--- config.mk ---
export PLATFORM = sky130hd
export DESIGN_NAME = servo_pulse_decoder
export DESIGN_NICKNAME = d
export VERILOG_FILES = /design/src/rtl/servo_pulse_decoder.sv
export SDC_FILE = /design/constraint.sdc
export NUM_CORES = 1
export LEC_CHECK = 0
export CAP_MARGIN = 20
export CORE_MARGIN = 2
export CORE_UTILIZATION = 35
export DETAILED_ROUTE_END_ITERATION = 8
export GPL_TIMING_DRIVEN = 1
export PLACE_DENSITY_LB_ADDON = 0.05
export SLEW_MARGIN = 10
export SYNTH_ARGS = -nofsm -noshare
export SYNTH_HDL_FRONTEND = slang
export SYNTH_SLANG_ARGS = --single-unit
--- constraint.sdc ---
create_clock -name mclk -period 3.2 [get_ports mclk]
set_input_delay 0.64 -clock mclk [delete_from_list [all_inputs] [get_ports mclk]]
set_output_delay 0.64 -clock mclk [all_outputs]
set_load 0.02 [all_outputs]
--- src/rtl/servo_pulse_decoder.sv ---
// servo_pulse_decoder
//   Measures a servo PWM pulse stream in mclk ticks, checks the rise-to-rise
//   period and the high time of every frame, and decodes each good frame
//   into a pulse width, an 8-bit position (width/10) and a status word.
//
// Ports:
//   mclk        in   1   1 MHz clock, rising-edge logic
//   rst         in   1   asynchronous active-high reset
//   pwm_in      in   1   asynchronous servo pulse input
//   width       out  12  last good pulse width in ticks
//   position    out  8   floor(width/10)
//   status_word out  16  {2'b01, 2'b00, pos[7:4], 2'b00, pos[3:0], dir, hold}
//   frame_valid out  1   one-cycle pulse when the data outputs update
//   err_period  out  1   one-cycle pulse on period violation or timeout
//   err_width   out  1   one-cycle pulse on width violation
//   locked      out  1   rise seen and no timeout since
module servo_pulse_decoder #(
    parameter int PERIOD_MIN = 19000,
    parameter int PERIOD_MAX = 21000,
    parameter int WIDTH_MAX  = 2200
) (
    input  logic        mclk,
    input  logic        rst,
    input  logic        pwm_in,
    output logic [11:0] width,
    output logic [7:0]  position,
    output logic [15:0] status_word,
    output logic        frame_valid,
    output logic        err_period,
    output logic        err_width,
    output logic        locked
);

    typedef enum logic [1:0] {IDLE, HIGH, LOW} state_t;

    state_t      state, state_next;
    logic        sync_p0, sync_p1, sync_p2;
    logic        rise, fall, timeout;
    logic        start, close, restart, count_en, high_en;
    logic [14:0] period_cnt;
    logic [11:0] width_cnt;
    logic [3:0]  sub_cnt;
    logic [7:0]  pos_cnt;
    logic        vld_p3;
    logic [14:0] period_p3;
    logic [11:0] width_p3;
    logic [7:0]  pos_p3;
    logic        dir, hold, dir_next, hold_next;
    logic        period_bad, width_bad;

    function automatic logic [11:0] sat_inc12(input logic [11:0] v);
        return (v == 12'hFFF) ? v : v + 12'd1;
    endfunction

    function automatic logic [7:0] sat_inc8(input logic [7:0] v);
        return (v == 8'hFF) ? v : v + 8'd1;
    endfunction

    function automatic logic [15:0] pack_status(input logic [7:0] p, input logic d, input logic h);
        return {2'b01, 2'b00, p[7:4], 2'b00, p[3:0], d, h};
    endfunction

    // Stage p0..p2: two-flop synchronizer plus one delay flop for edges
    always_ff @(posedge mclk or posedge rst) begin
        if (rst) begin
            sync_p0 <= 1'b0;
            sync_p1 <= 1'b0;
            sync_p2 <= 1'b0;
        end else begin
            sync_p0 <= pwm_in;
            sync_p1 <= sync_p0;
            sync_p2 <= sync_p1;
        end
    end

    assign rise    = sync_p1 & ~sync_p2;
    assign fall    = ~sync_p1 & sync_p2;
    // Timeout wins over a rise arriving on the same cycle.
    assign timeout = (state != IDLE) && (period_cnt == 15'(PERIOD_MAX + 1));

    // FSM: state register
    always_ff @(posedge mclk or posedge rst) begin
        if (rst) state <= IDLE;
        else     state <= state_next;
    end

    // FSM: next state
    always_comb begin
        state_next = state;
        case (state)
            IDLE: if (rise) state_next = HIGH;
            HIGH: begin
                if (timeout)   state_next = IDLE;
                else if (rise) state_next = HIGH;
                else if (fall) state_next = LOW;
            end
            LOW: begin
                if (timeout)   state_next = IDLE;
                else if (rise) state_next = HIGH;
            end
            default: state_next = IDLE;
        endcase
    end

    // FSM: decoded controls
    always_comb begin
        start    = (state == IDLE) && rise;
        close    = (state != IDLE) && !timeout && rise;
        restart  = start || close;
        count_en = (state != IDLE);
        high_en  = (state == HIGH);
    end

    // Stage p3: counters, and capture of the closed frame's measurements.
    // period_cnt restarts at 1 so that it equals the rise-to-rise distance
    // on the cycle the next rise is seen.
    always_ff @(posedge mclk or posedge rst) begin
        if (rst) begin
            period_cnt <= 15'd0;
            width_cnt  <= 12'd0;
            sub_cnt    <= 4'd0;
            pos_cnt    <= 8'd0;
            vld_p3     <= 1'b0;
            period_p3  <= 15'd0;
            width_p3   <= 12'd0;
            pos_p3     <= 8'd0;
        end else begin
            vld_p3 <= close;
            if (close) begin
                period_p3 <= period_cnt;
                width_p3  <= width_cnt;
                pos_p3    <= pos_cnt;
            end
            if (restart) begin
                period_cnt <= 15'd1;
                width_cnt  <= 12'd0;
                sub_cnt    <= 4'd0;
                pos_cnt    <= 8'd0;
            end else if (count_en) begin
                period_cnt <= period_cnt + 15'd1;
                if (high_en) begin
                    width_cnt <= sat_inc12(width_cnt);
                    // Mod-10 prescaler gives position without a divider.
                    if (sub_cnt == 4'd9) begin
                        sub_cnt <= 4'd0;
                        pos_cnt <= sat_inc8(pos_cnt);
                    end else begin
                        sub_cnt <= sub_cnt + 4'd1;
                    end
                end
            end
        end
    end

    assign period_bad = (period_p3 < 15'(PERIOD_MIN)) || (period_p3 > 15'(PERIOD_MAX));
    assign width_bad  = (width_p3 > 12'(WIDTH_MAX));

    // width only changes on good frames, so it is the previous good width.
    always_comb begin
        dir_next  = dir;
        hold_next = 1'b0;
        if (width_p3 > width)      dir_next = 1'b1;
        else if (width_p3 < width) dir_next = 1'b0;
        else                       hold_next = 1'b1;
    end

    // Stage p4: frame evaluation and output registers
    always_ff @(posedge mclk or posedge rst) begin
        if (rst) begin
            width       <= 12'd0;
            position    <= 8'd0;
            status_word <= 16'h4000;
            dir         <= 1'b0;
            hold        <= 1'b0;
            frame_valid <= 1'b0;
            err_period  <= 1'b0;
            err_width   <= 1'b0;
            locked      <= 1'b0;
        end else begin
            frame_valid <= 1'b0;
            err_period  <= 1'b0;
            err_width   <= 1'b0;
            if (start)   locked <= 1'b1;
            if (timeout) begin
                locked     <= 1'b0;
                err_period <= 1'b1;
            end
            if (vld_p3) begin
                if (period_bad) begin
                    err_period <= 1'b1;
                end else if (width_bad) begin
                    err_width <= 1'b1;
                end else begin
                    frame_valid <= 1'b1;
                    width       <= width_p3;
                    position    <= pos_p3;
                    dir         <= dir_next;
                    hold        <= hold_next;
                    status_word <= pack_status(pos_p3, dir_next, hold_next);
                end
            end
        end
    end

endmodule

==> impl_metrics.json <==
{
  "rr_startpoint": "period_p3[0]",
  "status": "completed",
  "grt_first_pass_wirelength_mm": 17.0,
  "ir_drop_mv": 0.253,
  "numCtsBuffers": 9,
  "ctsHoldBuffers": 0,
  "grt_max_degree": 107,
  "synthArstFlopShare_pct": 100,
  "worstSetupPathType": "register to register",
  "holdCritPathClass": "register to register",
  "setup_tns_ns": 0,
  "antenna_left": 0,
  "worst_ep_required_time_ns": 3.44,
  "synth_area_um2": 5080,
  "finalSetupViolations": 0,
  "drt_iter0_drc": 157,
  "rows": 44,
  "endpoint": "position[0]",
  "leakagePower_nw": 2.75,
  "dieWidth_um": 124,
  "rr_endpoint": "position[0]",
  "drv_slew": 0,
  "worst_r2r_path_depth": 5,
  "cp-start-kind": "register",
  "insertion_delay_ns": 0.35,
  "n_antenna_cell": 0,
  "cts_tree": "built",
  "root_buffer": "clkbuf_16",
  "worst_pin_slew_ns": 0.829,
  "slew-limit-headroom_pct": 44.2,
  "finClkSkew_ns": 0.00476,
  "fin_crit_sh_pct": 78.0,
  "hp-start": "sync_p0",
  "power_density_nw_per_um2": 514,
  "yosysWarnings": 0,
  "cap_violations": 0,
  "final-hold-violation-count": 0,
  "syn_avg_cell_area_um2": 11.6,
  "wire_per_inst_um": 14.6,
  "synth_flop_cell": "dfrtp_1",
  "place.gp.congestion": 0.726,
  "cts_htree_levels": 3,
  "dpl_worst_slack_ns": 0.644,
  "endpoint_kind": "register",
  "cts_setup_buffers": 0,
  "ys_ff_latch": 106,
  "period_minus_slack_ns": 2.50,
  "grt_pass1_vias": 3214,
  "synth_edf_count": 0,
  "clkSinkCount": 106,
  "drc": 0,
  "dp_hpwl_mm": 6.44,
  "placedCellCount": 639,
  "clock_path_buffers": 2,
  "routed_wl_mm": 9.57,
  "firstDrtPassIters": 4,
  "cp_max_fo": 26,
  "dr_total_vias": 3154,
  "grt_overflow": 0,
  "post-route-worst-setup-slack_ns": 0.705,
  "syn_to_final_growth_pct": 16.1,
  "synth.distinct_cells": 53,
  "finalNonFillerCells": 654,
  "rsz0062_at_grt": "no",
  "max_freq_ghz": 0.401,
  "post_cts_resized": 0,
  "ys_seq_area_share_pct": 52.2,
  "synthCells": 437,
  "fill_cells": 1376,
  "nets": 488,
  "antenna_found_initial": 0,
  "cts.clk_slew.worst_paths_ns": 0.07,
  "io_pins": 43,
  "die_area_um2": 15500,
  "start_util_pct": 35.3,
  "routed_via_density": 4.82,
  "drive_gt1_share_pct": 17.0,
  "reg2reg_slack_ns": 0.70,
  "io_buffer_count": 36,
  "coreArea_um2": 14400,
  "power_mw": 3.03,
  "crit_start": "period_p3[0]",
  "gr-usage-all-layers_pct": 13.7,
  "die_h_um": 124,
  "arrival_ns": 2.73
}
[registers in the layout, indices dropped and copies added (netlist names)]
register     flops
vld_p3           1
period_cnt      15
period_p3       15
position         8
width           12
width_cnt       12
width_p3        12
locked           1
sub_cnt          4
sync_p2          1
frame_valid      1
status_word      2
sync_p1          1
pos_p3           8
state            2
sync_p0          1
pos_cnt          8
err_period       1
err_width        1
[synthesized netlist by cell type, drive strengths merged, types with 2 or more instances]
cell	n	share of area [%]
dfrtp	106	52
mux2	53	13
nor2	53	4.0
inv	24	1.8
buf	22	3.1
nand2	22	1.6
ha	19	4.7
nand4	15	1.8
xor2	15	2.6
a21oi	14	1.4
xnor2	14	2.4
nor3	8	0.79
nand3	6	0.59
o21ai	6	0.59
a21o	5	0.74
and3	4	0.49
clkbuf	4	0.30
nor2b	4	0.49
nor4	4	0.49
nor4b	3	0.52
or3	3	0.37
a211oi	2	0.30
and3b	2	0.35
conb	2	0.15
mux2i	2	0.39
nand4b	2	0.64
o311a	2	0.39
o31a	2	0.35
o41ai	2	0.71
[per-stage QoR]
step / hold WS (ns) / instance area, um2 / utilization [%]
6_report: 0.362 / 5890 / 41.0
5_1_grt: 0.379 / 5890 / 41.0
4_1_cts: 0.361 / 5890 / 41.0
3_5_place_dp: 0.336 / 5590 / 38.9
3_3_place_gp: 0.344 / 5590 / 38.9
2_1_floorplan: 0.331 / 5100 / -
[layout by cell type (no fill, tap or decap), types with 2 or more instances in the layout]
master,n
a211oi_1,2
a21o_1,5
a21oi_1,14
and3_1,4
and3b_1,2
buf_12,3
clkbuf_16,9
clkbuf_8,3
clkdlybuf4s50_1,36
conb_1,6
dfrtp_1,106
ha_1,19
inv_1,23
mux2_2,40
mux2_4,13
mux2i_1,2
nand2_1,22
nand3_1,6
nand4_1,15
nor2_1,52
nor2b_1,3
nor3_1,8
nor4_1,4
nor4b_1,3
o21ai_0,6
o311a_1,2
o31a_1,2
or3_1,3
xnor2_1,14
xor2_1,15
[critical path, stage by stage (launching register included)]
cell,delay (ns)
dfrtp_1,0.38
or4b_2,0.67
nor4_1,0.16
o21bai_2,0.20
nand4b_4,0.49
mux2_4,0.47
[cells by family after synthesis]
| logic type | Yosys count | synth area share [%] |
|---|---|---|
| buffers and inverters | 50 | 5.17 |
| muxes | 55 | 13.1 |
| and+or+nand+nor | 130 | 12.9 |
| DFF | 106 | 52.2 |
| other | 2 | 0.148 |
| AOI/OAI and AO/OA | 45 | 6.56 |
| adders and majority gates | 20 | 4.88 |
| xor gates and xnor gates | 29 | 5.00 |
[how the worst min path moves through the flow]
| stage | depth (start not counted) | to | slack, ns |
|---|---|---|---|
| 2_1_floorplan | 0 | sync_p1 | 0.33 |
| 3_3_place_gp | 0 | sync_p1 | 0.34 |
| 3_5_place_dp | 0 | sync_p1 | 0.34 |
| 4_1_cts | 0 | sync_p1 | 0.36 |
| 5_1_grt | 0 | sync_p1 | 0.38 |
| 6_report | 0 | sync_p1 | 0.36 |
[layer usage]
metal	GRT usage (%)	wire length, um
met1	18.5	4530
met2	21.3	4590
met3	4.12	322
met4	3.97	128
met5	0	0
[where the power goes]
group          leakage, nW  internal [mW]  switching [mW]
clock                0.152          0.666           0.480
sequential            1.45           1.43           0.102
combinational         1.15          0.160           0.192
[final cells by class]
cell class,count,area (um2),area share (%)
Sequential cell,106,2650,45.0
Timing Repair Buffer,40,428,7.26
Clock inverter,2,35.0,0.594
Inverter,24,93.8,1.59
Tap cell,184,230,3.91
Multi-Input combinational cell,285,2180,37.1
Clock buffer,13,270,4.59
(Power assumes the default switching activity.)
